==> config.mk <==
export PLATFORM = sky130hd
export DESIGN_NAME = vend_dispenser_flat
export DESIGN_NICKNAME = d
export VERILOG_FILES = /design/src/rtl/vend_pkg.sv /design/src/rtl/vend_dispenser_if.sv /design/src/rtl/vend_dispenser_pulse_timer.sv /design/src/rtl/vend_dispenser.sv /design/src/flat_wrapper.sv
export SDC_FILE = /design/constraint.sdc
export NUM_CORES = 1
export LEC_CHECK = 0
export CORE_MARGIN = 2
export CORE_UTILIZATION = 55
export DETAILED_ROUTE_END_ITERATION = 8
export GPL_ROUTABILITY_DRIVEN = 0
export GPL_TIMING_DRIVEN = 0
export PLACE_DENSITY = 0.77
export SLEW_MARGIN = 20
export SYNTH_ARGS = -nofsm -noshare
export SYNTH_HDL_FRONTEND = slang
export SYNTH_SLANG_ARGS = --single-unit
export TNS_END_PERCENT = 5
==> constraint.sdc <==
create_clock -name clk -period 3.52 [get_ports clk]
set_input_delay 0.528 -clock clk [delete_from_list [all_inputs] [get_ports clk]]
set_output_delay 0.528 -clock clk [all_outputs]
set_load 0.05 [all_outputs]
==> src/rtl/vend_pkg.sv <==
// -----------------------------------------------------------------------------
// vend_pkg: shared definitions for the vending dispenser slice.
//   - charge code constants (shared with the vending FSM and its bench)
//   - dispenser state encoding
//   - helpers: charge decode, illegal-code detect, integer max
// -----------------------------------------------------------------------------
package vend_pkg;

  localparam logic [1:0] CHG_NONE    = 2'b00;
  localparam logic [1:0] CHG_ONE     = 2'b01;
  localparam logic [1:0] CHG_ILLEGAL = 2'b10;
  localparam logic [1:0] CHG_TWO     = 2'b11;

  typedef enum logic [2:0] {
    ST_IDLE      = 3'd0,
    ST_VEND      = 3'd1,
    ST_GAP       = 3'd2,
    ST_EJECT     = 3'd3,
    ST_EGAP      = 3'd4,
    ST_WAIT_DROP = 3'd5,
    ST_DONE      = 3'd6
  } state_t;

  // Number of ten-unit coins owed for a charge code; the illegal code owes none.
  function automatic logic [1:0] coins_for_charge(input logic [1:0] chg);
    logic [1:0] n;
    case (chg)
      CHG_NONE: n = 2'd0;
      CHG_ONE:  n = 2'd1;
      CHG_TWO:  n = 2'd2;
      default:  n = 2'd0;
    endcase
    return n;
  endfunction

  function automatic logic charge_is_illegal(input logic [1:0] chg);
    return (chg == CHG_ILLEGAL);
  endfunction

  function automatic int max_int(input int a, input int b);
    return (a > b) ? a : b;
  endfunction

endpackage

==> src/rtl/vend_dispenser_if.sv <==
// -----------------------------------------------------------------------------
// vend_dispenser_if: bundle between the vending FSM side (master) and the
// dispenser (slave).
//   master drives : out, charge, drop_sense, clr_status
//   slave drives  : product_motor, coin_eject, busy, done, overrun, fault
// -----------------------------------------------------------------------------
interface vend_dispenser_if #(
  parameter int CHARGE_WIDTH = 2
);
  logic                    out;
  logic [CHARGE_WIDTH-1:0] charge;
  logic                    drop_sense;
  logic                    clr_status;
  logic                    product_motor;
  logic                    coin_eject;
  logic                    busy;
  logic                    done;
  logic                    overrun;
  logic                    fault;

  modport master (
    output out, charge, drop_sense, clr_status,
    input  product_motor, coin_eject, busy, done, overrun, fault
  );

  modport slave (
    input  out, charge, drop_sense, clr_status,
    output product_motor, coin_eject, busy, done, overrun, fault
  );
endinterface

==> src/rtl/vend_dispenser_pulse_timer.sv <==
// -----------------------------------------------------------------------------
// pulse_timer: loadable down-counter with a zero flag. Holds at zero (never
// wraps). Shared by every timed state of the dispenser.
//   clk, rst_n : clock, async active-low reset
//   load       : load load_val this cycle (takes priority over counting)
//   load_val   : value loaded; a state lasting N cycles loads N-1
//   zero       : count is zero (last cycle of the timed state)
// -----------------------------------------------------------------------------
module pulse_timer #(
  parameter int WIDTH = 7
) (
  input  logic             clk,
  input  logic             rst_n,
  input  logic             load,
  input  logic [WIDTH-1:0] load_val,
  output logic             zero
);

  logic [WIDTH-1:0] count_r;

  // Down-counter: load, else decrement until zero, then hold.
  always_ff @(posedge clk or negedge rst_n) begin
    if (!rst_n) begin
      count_r <= {WIDTH{1'b0}};
    end else if (load) begin
      count_r <= load_val;
    end else if (count_r != {WIDTH{1'b0}}) begin
      count_r <= count_r - WIDTH'(1);
    end else begin
      count_r <= count_r;
    end
  end

  assign zero = (count_r == {WIDTH{1'b0}});

endmodule

==> src/rtl/vend_dispenser.sv <==
// -----------------------------------------------------------------------------
// vend_dispenser: downstream stage of the vending FSM. On an accepted vend
// strobe it runs the product motor, then pulses the coin ejector once per
// change coin, waits for the product-drop sensor and reports completion.
//   clk, rst_n : clock, async active-low reset
//   bus.slave  : out/charge/drop_sense/clr_status in;
//                product_motor/coin_eject/busy/done/overrun/fault out
//                (all outputs registered)
// -----------------------------------------------------------------------------
module vend_dispenser
  import vend_pkg::*;
#(
  parameter int CHARGE_WIDTH = 2,
  parameter int VEND_CYCLES  = 16,
  parameter int EJECT_CYCLES = 8,
  parameter int GAP_CYCLES   = 4,
  parameter int DROP_TIMEOUT = 64
) (
  input  logic           clk,
  input  logic           rst_n,
  vend_dispenser_if.slave bus
);

  localparam int MAX_CYC = max_int(max_int(VEND_CYCLES, EJECT_CYCLES),
                                   max_int(GAP_CYCLES, DROP_TIMEOUT));
  localparam int TIMER_W = $clog2(MAX_CYC) + 1;

  // The drop timeout runs from motor-off, but the shared timer is busy with
  // gaps/ejects until WAIT_DROP. The time already spent after motor-off is
  // fixed by the coin count, so WAIT_DROP loads only the remaining budget.
  localparam int COIN_SLOT   = GAP_CYCLES + EJECT_CYCLES;
  localparam int DROP_LOAD_0 = DROP_TIMEOUT - 1;
  localparam int DROP_LOAD_1 = DROP_TIMEOUT - 1 - COIN_SLOT;
  localparam int DROP_LOAD_2 = DROP_TIMEOUT - 1 - 2 * COIN_SLOT;

  state_t               state_r, next_state_s;
  logic [1:0]           coins_left_r, coins_init_r;
  logic                 drop_seen_r;
  logic                 overrun_r, fault_r;
  logic                 product_motor_r, coin_eject_r, busy_r, done_r;
  logic                 product_motor_s, coin_eject_s, busy_s, done_s;
  logic                 timer_load_s, timer_zero_s;
  logic [TIMER_W-1:0]   timer_val_s, drop_budget_s;
  logic                 accept_s, drop_now_s, active_s, fault_set_s, overrun_set_s;

  assign accept_s   = (state_r == ST_IDLE) && bus.out;
  assign drop_now_s = drop_seen_r || bus.drop_sense;
  // Drop latching window: VEND start through WAIT_DROP.
  assign active_s   = (state_r != ST_IDLE) && (state_r != ST_DONE);

  pulse_timer #(.WIDTH(TIMER_W)) u_timer (
    .clk      (clk),
    .rst_n    (rst_n),
    .load     (timer_load_s),
    .load_val (timer_val_s),
    .zero     (timer_zero_s)
  );

  // State register.
  always_ff @(posedge clk or negedge rst_n) begin
    if (!rst_n) begin
      state_r <= ST_IDLE;
    end else begin
      state_r <= next_state_s;
    end
  end

  // Next-state logic.
  always_comb begin
    next_state_s = state_r;
    case (state_r)
      ST_IDLE: begin
        if (bus.out) next_state_s = ST_VEND;
        else         next_state_s = ST_IDLE;
      end
      ST_VEND: begin
        if (!timer_zero_s)            next_state_s = ST_VEND;
        else if (coins_left_r != 2'd0) next_state_s = ST_GAP;
        else                          next_state_s = ST_WAIT_DROP;
      end
      ST_GAP: begin
        if (timer_zero_s) next_state_s = ST_EJECT;
        else              next_state_s = ST_GAP;
      end
      ST_EJECT: begin
        if (!timer_zero_s)            next_state_s = ST_EJECT;
        else if (coins_left_r > 2'd1) next_state_s = ST_EGAP;
        else                          next_state_s = ST_WAIT_DROP;
      end
      ST_EGAP: begin
        if (timer_zero_s) next_state_s = ST_EJECT;
        else              next_state_s = ST_EGAP;
      end
      ST_WAIT_DROP: begin
        if (drop_now_s || timer_zero_s) next_state_s = ST_DONE;
        else                            next_state_s = ST_WAIT_DROP;
      end
      ST_DONE: next_state_s = ST_IDLE;
      default: next_state_s = ST_IDLE;
    endcase
  end

  // Remaining drop-timeout budget on WAIT_DROP entry.
  always_comb begin
    case (coins_init_r)
      2'd1:    drop_budget_s = TIMER_W'(DROP_LOAD_1);
      2'd2:    drop_budget_s = TIMER_W'(DROP_LOAD_2);
      default: drop_budget_s = TIMER_W'(DROP_LOAD_0);
    endcase
  end

  // Timer reload on every state entry, with the entered state's duration.
  always_comb begin
    timer_load_s = (next_state_s != state_r);
    case (next_state_s)
      ST_VEND:      timer_val_s = TIMER_W'(VEND_CYCLES - 1);
      ST_GAP:       timer_val_s = TIMER_W'(GAP_CYCLES - 1);
      ST_EGAP:      timer_val_s = TIMER_W'(GAP_CYCLES - 1);
      ST_EJECT:     timer_val_s = TIMER_W'(EJECT_CYCLES - 1);
      ST_WAIT_DROP: timer_val_s = drop_budget_s;
      default:      timer_val_s = {TIMER_W{1'b0}};
    endcase
  end

  // Output decode from the next state so the registered outputs line up
  // with the state they belong to.
  always_comb begin
    product_motor_s = (next_state_s == ST_VEND);
    coin_eject_s    = (next_state_s == ST_EJECT);
    busy_s          = (next_state_s != ST_IDLE);
    done_s          = (next_state_s == ST_DONE);
  end

  // Output registers.
  always_ff @(posedge clk or negedge rst_n) begin
    if (!rst_n) begin
      product_motor_r <= 1'b0;
      coin_eject_r    <= 1'b0;
      busy_r          <= 1'b0;
      done_r          <= 1'b0;
    end else begin
      product_motor_r <= product_motor_s;
      coin_eject_r    <= coin_eject_s;
      busy_r          <= busy_s;
      done_r          <= done_s;
    end
  end

  // Coin bookkeeping: capture only on an accepted strobe, count down per eject.
  always_ff @(posedge clk or negedge rst_n) begin
    if (!rst_n) begin
      coins_left_r <= 2'd0;
      coins_init_r <= 2'd0;
    end else if (accept_s) begin
      coins_left_r <= coins_for_charge(bus.charge[1:0]);
      coins_init_r <= coins_for_charge(bus.charge[1:0]);
    end else if ((state_r == ST_EJECT) && timer_zero_s) begin
      coins_left_r <= coins_left_r - 2'd1;
      coins_init_r <= coins_init_r;
    end else begin
      coins_left_r <= coins_left_r;
      coins_init_r <= coins_init_r;
    end
  end

  // Drop latch: cleared on accept so a stale drop never completes a new sale.
  always_ff @(posedge clk or negedge rst_n) begin
    if (!rst_n) begin
      drop_seen_r <= 1'b0;
    end else if (accept_s) begin
      drop_seen_r <= 1'b0;
    end else if (active_s && bus.drop_sense) begin
      drop_seen_r <= 1'b1;
    end else begin
      drop_seen_r <= drop_seen_r;
    end
  end

  assign overrun_set_s = bus.out && (state_r != ST_IDLE);
  assign fault_set_s   = (accept_s && charge_is_illegal(bus.charge[1:0])) ||
                         ((state_r == ST_WAIT_DROP) && timer_zero_s && !drop_now_s);

  // Sticky status; a set event in the same cycle as clr_status wins.
  always_ff @(posedge clk or negedge rst_n) begin
    if (!rst_n) begin
      overrun_r <= 1'b0;
      fault_r   <= 1'b0;
    end else begin
      if (overrun_set_s)       overrun_r <= 1'b1;
      else if (bus.clr_status) overrun_r <= 1'b0;
      else                     overrun_r <= overrun_r;
      if (fault_set_s)         fault_r   <= 1'b1;
      else if (bus.clr_status) fault_r   <= 1'b0;
      else                     fault_r   <= fault_r;
    end
  end

  assign bus.product_motor = product_motor_r;
  assign bus.coin_eject    = coin_eject_r;
  assign bus.busy          = busy_r;
  assign bus.done          = done_r;
  assign bus.overrun       = overrun_r;
  assign bus.fault         = fault_r;

endmodule
==> src/flat_wrapper.sv <==
// flat-port wrapper written by rule: the top's interface ports become plain ports
module vend_dispenser_flat import vend_pkg::*;
#(
  parameter int CHARGE_WIDTH = 2,
  parameter int VEND_CYCLES  = 16,
  parameter int EJECT_CYCLES = 8,
  parameter int GAP_CYCLES   = 4,
  parameter int DROP_TIMEOUT = 64
)
  (clk, rst_n, bus_out, bus_charge, bus_drop_sense, bus_clr_status, bus_product_motor, bus_coin_eject, bus_busy, bus_done, bus_overrun, bus_fault);
  vend_dispenser_if #(.CHARGE_WIDTH(CHARGE_WIDTH)) bus_i ();
  input  logic clk;
  input  logic rst_n;
  input wire logic [$bits(bus_i.out)-1:0] bus_out;
  input wire logic [$bits(bus_i.charge)-1:0] bus_charge;
  input wire logic [$bits(bus_i.drop_sense)-1:0] bus_drop_sense;
  input wire logic [$bits(bus_i.clr_status)-1:0] bus_clr_status;
  output wire logic [$bits(bus_i.product_motor)-1:0] bus_product_motor;
  output wire logic [$bits(bus_i.coin_eject)-1:0] bus_coin_eject;
  output wire logic [$bits(bus_i.busy)-1:0] bus_busy;
  output wire logic [$bits(bus_i.done)-1:0] bus_done;
  output wire logic [$bits(bus_i.overrun)-1:0] bus_overrun;
  output wire logic [$bits(bus_i.fault)-1:0] bus_fault;
  assign bus_i.out = bus_out;
  assign bus_i.charge = bus_charge;
  assign bus_i.drop_sense = bus_drop_sense;
  assign bus_i.clr_status = bus_clr_status;
  assign bus_product_motor = bus_i.product_motor;
  assign bus_coin_eject = bus_i.coin_eject;
  assign bus_busy = bus_i.busy;
  assign bus_done = bus_i.done;
  assign bus_overrun = bus_i.overrun;
  assign bus_fault = bus_i.fault;
  vend_dispenser #(.CHARGE_WIDTH(CHARGE_WIDTH), .VEND_CYCLES(VEND_CYCLES), .EJECT_CYCLES(EJECT_CYCLES), .GAP_CYCLES(GAP_CYCLES), .DROP_TIMEOUT(DROP_TIMEOUT)) u_core (.clk(clk), .rst_n(rst_n), .bus(bus_i));
endmodule
Word-level counts from Yosys, hierarchy flattened

Index checks and enable logic that the tools add are counted.

Shift-type cells: 0
Reductions and logical operators: 24
Eq/ne operators: 18
Magnitude comparators: 1
Multiplexer cells: 21
$add $sub $neg: 2
Multiply operators: 0
Divide/modulo/power cells: 0
Bitwise logic cells: 0

Operators with widths:

| cell                                                                 | count |
|---|---|
| 6-bit case mux with 4 select lines                                   | 1 |
| 3-bit case mux with 6 select lines                                   | 1 |
| 3-bit == test, second input constant                                 | 5 |
| 7-bit two-way mux                                                    | 2 |
| 3-bit by 2-bit == test with 1-bit output, second input constant      | 4 |
| 3-bit two-way mux                                                    | 4 |
| 2-bit nonzero test                                                   | 6 |
| 5-bit case mux with 2 select lines                                   | 1 |
| 1-bit logical AND                                                    | 8 |
| 1-bit two-way mux                                                    | 8 |
| 7-bit logical NOT                                                    | 1 |
| 7-bit nonzero test                                                   | 1 |
| 7-bit by 1-bit subtractor with 7-bit output, second input constant   | 1 |
| 2-bit == test, second input constant                                 | 3 |
| 3-bit by 1-bit == test with 1-bit output, second input constant      | 2 |
| 2-bit two-way mux                                                    | 3 |
| 3-bit nonzero test                                                   | 2 |
| 2-bit by 1-bit == test with 1-bit output, second input constant      | 2 |
| 2-bit case mux with 2 select lines                                   | 1 |
| 3-bit logical NOT                                                    | 1 |
| 1-bit logical OR                                                     | 3 |
| 3-bit inequality test                                                | 1 |
| 3-bit inequality test, second input constant                         | 1 |
| 2-bit by 1-bit > comparator with 1-bit output, second input constant | 1 |
| 3 further kinds                                                      | 3 |

Bits of input ports: 7
Word-level logic and storage cells: 77
Memories kept: 0
Bits in registers: 21
Bits in read-only memories: 0
Latch bits: 0
RAM bits: 0
Output and inout bits: 6

Depth between registers and ports, before layout

Word-level depth: 8
Gate-level depth with buffers: 8
Depth with buffers taken out: 7

By module

Synthesis repeated with hierarchy kept, for this count alone.

Cells, all modules: 132
Area, all modules: 1,286.2 µm²

By module, submodules not included:

| module         | cells each | seq. area each (µm²) | area each (µm²) | instances |
|---|---|---|---|---|
| vend_dispenser | 89         | 350.3                | 852.1           | 1 |
| pulse_timer    | 43         | 175.2                | 434.2           | 1 |

Worst setup path after synthesis

No wires, ideal clock.

Kind: register to register
Start point: reg u_core.u_timer.count_r[0]
End point: reg u_core.u_timer.count_r[1]
Path buffers: 0
Library setup time: 0.144 ns
Slack: 1.375 ns
Arrival: 2.001 ns
Required time: 3.376 ns
Period minus slack after synthesis: 2.145 ns
Cell stages (with the launch flop): 8
Path through: dfrtp_1 > inv_1 > ha_1 > nor4b_4 > a311oi_1 > a221o_2 > o41ai_4 > o311ai_1

Cells in the longest elaborated chain, start to end: 8
Elaborated cells between the ends (all ways): 21
Classes of those cells: add/sub: 1; eq/ne: 6; mux: 9; reduce/logical: 5

RTL lines:

| what                                                                      | line                             | RTL |
|---|---|---|
| start: declaration                                                        | vend_dispenser_pulse_timer.sv:19 | `logic [WIDTH-1:0] count_r;` |
| start signal: assignment                                                  | vend_dispenser_pulse_timer.sv:24 | `count_r <= {WIDTH{1'b0}};` |
| start signal: assignment                                                  | vend_dispenser_pulse_timer.sv:26 | `count_r <= load_val;` |
| start signal: assignment                                                  | vend_dispenser_pulse_timer.sv:28 | `count_r <= count_r - WIDTH'(1);` |
| 7-bit logical NOT *                                                       | vend_dispenser_pulse_timer.sv:34 | `assign zero = (count_r == {WIDTH{1'b0}});` |
| 1-bit logical OR                                                          | vend_dispenser.sv:95             | `if (drop_now_s \|\| timer_zero_s) next_state_s = ST_DONE;` |
| 2-bit two-way mux                                                         | vend_dispenser.sv:95             |  |
| 3-bit case mux with 6 select lines *                                      | vend_dispenser.sv:71             | `case (state_r)` |
| via u_core.next_state_s[1]                                                | vend_dispenser.sv:36             | `state_t state_r, next_state_s;` |
| 3-bit by 2-bit == test with 1-bit output or 3-bit == test (tied branches) | vend_dispenser.sv:115            | `case (next_state_s)` |
| 2-bit OR reduction (no line)                                              | --                               |  |
| 6-bit case mux with 4 select lines                                        | vend_dispenser.sv:115            |  |
| 7-bit two-way mux                                                         | vend_dispenser_pulse_timer.sv:25 | `end else if (load) begin` |

Mark *: on every way through the listed nets, which the timed path passes. The rest lies on a longest branch. The select of a mux whose other input is x is not followed.
A chain may end at the register's enable or synchronous reset.

Worst setup path in the final report

Start point: reg u_core.u_timer.count_r[0]
End point: reg u_core.u_timer.count_r[1]

Cells in the longest elaborated chain, start to end: 8
Elaborated cells between the ends (all ways): 21
Classes of those cells: add/sub: 1; eq/ne: 6; mux: 9; reduce/logical: 5

RTL lines:

| what                                                                      | line |
|---|---|
| 7-bit logical NOT                                                         | vend_dispenser_pulse_timer.sv:34 |
| 1-bit logical OR                                                          | vend_dispenser.sv:95 |
| 2-bit two-way mux                                                         | vend_dispenser.sv:95 |
| 3-bit case mux with 6 select lines                                        | vend_dispenser.sv:71 |
| 3-bit by 2-bit == test with 1-bit output or 3-bit == test (tied branches) | vend_dispenser.sv:115 |
| 2-bit OR reduction (no line)                                              | -- |
| 6-bit case mux with 4 select lines                                        | vend_dispenser.sv:115 |
| 7-bit two-way mux                                                         | vend_dispenser_pulse_timer.sv:25 |

Several ways; a longest one is shown, not always the timed one. The select of a mux whose other input is x is not followed.

==> flow_summary.toml <==
[synthesis]
synthCells = 155
synth_top_family_by_area = "compound AO/OA/AOI/OAI gates"
ys_types = 55
synth_seq_cells = 21
synth_top_area_cell = "dfrtp_1"
synth_nets = 167
yosysMostFrequentCell = "dfrtp_1"
syn-cell-area_um2 = 1430
avgSynthCellArea_um2 = 9.22
synth_top_area_share_pct = 36.8
synth-seq-area-share_pct = 36.8
synth_simple_gate_area_share_pct = 19.5
async_reset_ff_share_pct = 100
synth_xor_area_share_pct = 2.45
synth-edff-count = 0
synth_area_leaders = "dfrtp_1, ha_1, o21ai_0"
synthAdderAreaFrac_pct = 4.38
synth_flop_cell = "dfrtp_1"
synth.area.mux_share_pct = 0.788
synthTopCellsByCount = "dfrtp_1, inv_1, nor2_1"
synth_compound_area_share_pct = 30.6
ys.warnings.count = 0

[global_routing]
met3_usage_pct = 2.96
antenna_found_initial = 0
grt_pass1_vias = 1205
gr-total-overflow = 0
grt_start_max_net_pins = 22
grt_use_met1_pct = 35.1
grt_use_met2_pct = 42.3
grt_busiest_layer = "met2"
grt_pass1_wl_um = 5580
grtUsageTotal_pct = 25.6

[layout]
finalNetCount = 184
stdcell_area_um2 = 1610
fill_cells = 229
syn2layout_area_growth_pct = 12.6
antenna_cells = 0
layout-drive-gt1-share_pct = 11.1

[detailed_routing]
dr.pass1.iters = 4
postRouteAntennaNets = 0
drt_iter0_drc = 65
avgRoutedWirePerCell_um = 16.6
drt-total-wl_um = 3340
num_vias = 1323
routed_via_density = 6.58
drc = 0

[clock_network]
htree_levels = 1
cts_tree = "done"
clkTransAtPathRegs_ns = 0.12
insertion_delay_ns = 0.31
clock_sinks = 21
cts_resized = 0
post_cts_buffers = 0
cts_buffers = 3
cts_hold_buf = 0
root_buffer = "clkbuf_4"
cts_max_path_buffers = 2

[run]
maxCapViolCount = 0

[critical_path]
critical_path_buf_inv_count = 1
startpoint_type = "register"
cpPeakStageDelay_ns = 0.50
path_class = "reg2reg"
crit_arrival_ns = 2.73
crit_chain = "inv_1 > ha_1 > nor4b_4 > a21boi_0 > a211o_1 > o41ai_4 > o311ai_1"
required_ns = 3.70
reg2reg_slack_ns = 0.97
crit_path_max_fanout = 9
cp_slowest_cell = "nor4b_4"
cp_top_family = "compound AO/OA/AOI/OAI gates"
endpoint_kind = "register"

[sta]
rsz0062_at_grt = "false"
setup_viol = 0
setup_tns_ns = 0
skew_ns = 0.00352
fin_crit_sh_pct = 72.3
worst_pin_slew_ns = 0.672
relSlewSlack_pct = 55.1
fin_crit_ns = 2.55
slew_violations = 0
hold_slack_ns = 0.157
hold_viol = 0
fmax_ghz = 0.393

[floorplan]
die_height_um = 55.0
initial_utilization_pct = 57.7
std_cell_rows = 18
chipWidth_um = 55.0
core_area_um2 = 2480
ioPinCount = 13
die-area_um2 = 3020

[placement]
dp.final_hpwl_um = 2500
io_buffer_count = 12
postPlaceCellArea_um2 = 1590

[power]
p_leak_nw = 0.644
power_density_nw_per_um2 = 950
vdd_drop_max_v = 0.000611
finalPower_mw = 1.53

[worst_hold_path]
hold_class = "in2async"

[status]
outcome = "finished clean"
-- final timing paths --
| check | start | end | depth (start not counted) |
|---|---|---|---|
| min in group clk | u_core.bus.fault$_DFFE_PN0P_ | u_core.bus.fault$_DFFE_PN0P_ | 2 |
| max reg2reg | u_core.u_timer.count_r[0]$_DFFE_PN0P_ | u_core.u_timer.count_r[1]$_DFFE_PN0P_ | 7 |
| max in group asynchronous | rst_n | u_core.coins_init_r[0]$_DFFE_PN0P_ | 1 |
| min reg2reg | u_core.bus.fault$_DFFE_PN0P_ | u_core.bus.fault$_DFFE_PN0P_ | 2 |
| min | rst_n | u_core.bus.product_motor$_DFF_PN0_ | 1 |
| max | u_core.u_timer.count_r[0]$_DFFE_PN0P_ | u_core.u_timer.count_r[1]$_DFFE_PN0P_ | 7 |
-- metrics by stage --
stage / setup slack [ns] / util [%] / std cells
after floorplan: 1.38 / - / 155
after global placement: 0.974 / 64.0 / 197
after detailed placement: 0.928 / 64.0 / 197
after CTS: 0.960 / 65.2 / 201
after global routing: 0.815 / 64.9 / 201
final: 0.973 / 64.9 / 201
-- state kept, by name, indices dropped and copies added (netlist names) --
name,cells
u_core.bus.overrun,1
u_core.drop_seen_r,1
u_core.coins_left_r,2
u_core.state_r,3
u_core.bus.fault,1
u_core.bus.busy,1
u_core.bus.done,1
u_core.coins_init_r,2
u_core.bus.product_motor,1
u_core.u_timer.count_r,7
u_core.bus.coin_eject,1
-- final cells by class --
cell class	count	area (um^2)	area share [%]
clock buffers	3	22.5	1.40
repair buffers	12	115	7.15
clock inverters	1	5.00	0.311
plain buffers	7	28.8	1.79
well taps	30	37.5	2.33
inverters	13	48.8	3.03
flip-flops and latches	21	526	32.7
multi-input cells	114	826	51.3
-- power by group --
| group | leakage, nW | switching [mW] | total, mW | internal, mW |
|---|---|---|---|---|
| combinational | 0.365 | 0.603 | 0.994 | 0.391 |
| sequential | 0.262 | 0.0772 | 0.415 | 0.338 |
| clock | 0.0177 | 0.0771 | 0.119 | 0.0424 |
-- routing by layer --
layer	routed length, um	share of wire (%)
met5	0	0
met3	264	7.9
met2	1600	48
met1	1430	43
met4	44	1.3
-- worst reg2reg max path: cells and delay by family (launching register included) --
kind | cells | cell delay, ns
compound gates | 4 | 1.18
simple gates | 1 | 0.50
flops | 1 | 0.42
fa+ha+maj | 1 | 0.24
buf+inv | 1 | 0.08
-- cells in the final DEF, fill, tap and decap left out, drive strengths merged, types with 4 or more instances in the layout --
master,count
a211oi,4
a21oi,6
clkbuf,8
clkdlybuf4s50,11
dfrtp,21
ha,5
inv,13
nand2,7
nand2b,4
nand3,4
nor2,13
nor3,5
o21ai,13
o311ai,4
-- cell families (layout without fill, tap and decap cells) --
group | Yosys count | count (layout)
adder cells (fa/ha/maj) | 5 | 5
flip-flops | 21 | 21
AO/OA/AOI/OAI | 56 | 56
AND/OR/NAND/NOR | 48 | 48
multiplexers | 1 | 1
XOR/XNOR | 4 | 4
buffers and inverters | 20 | 36
No activity file was read; power rests on OpenSTA's default activity.
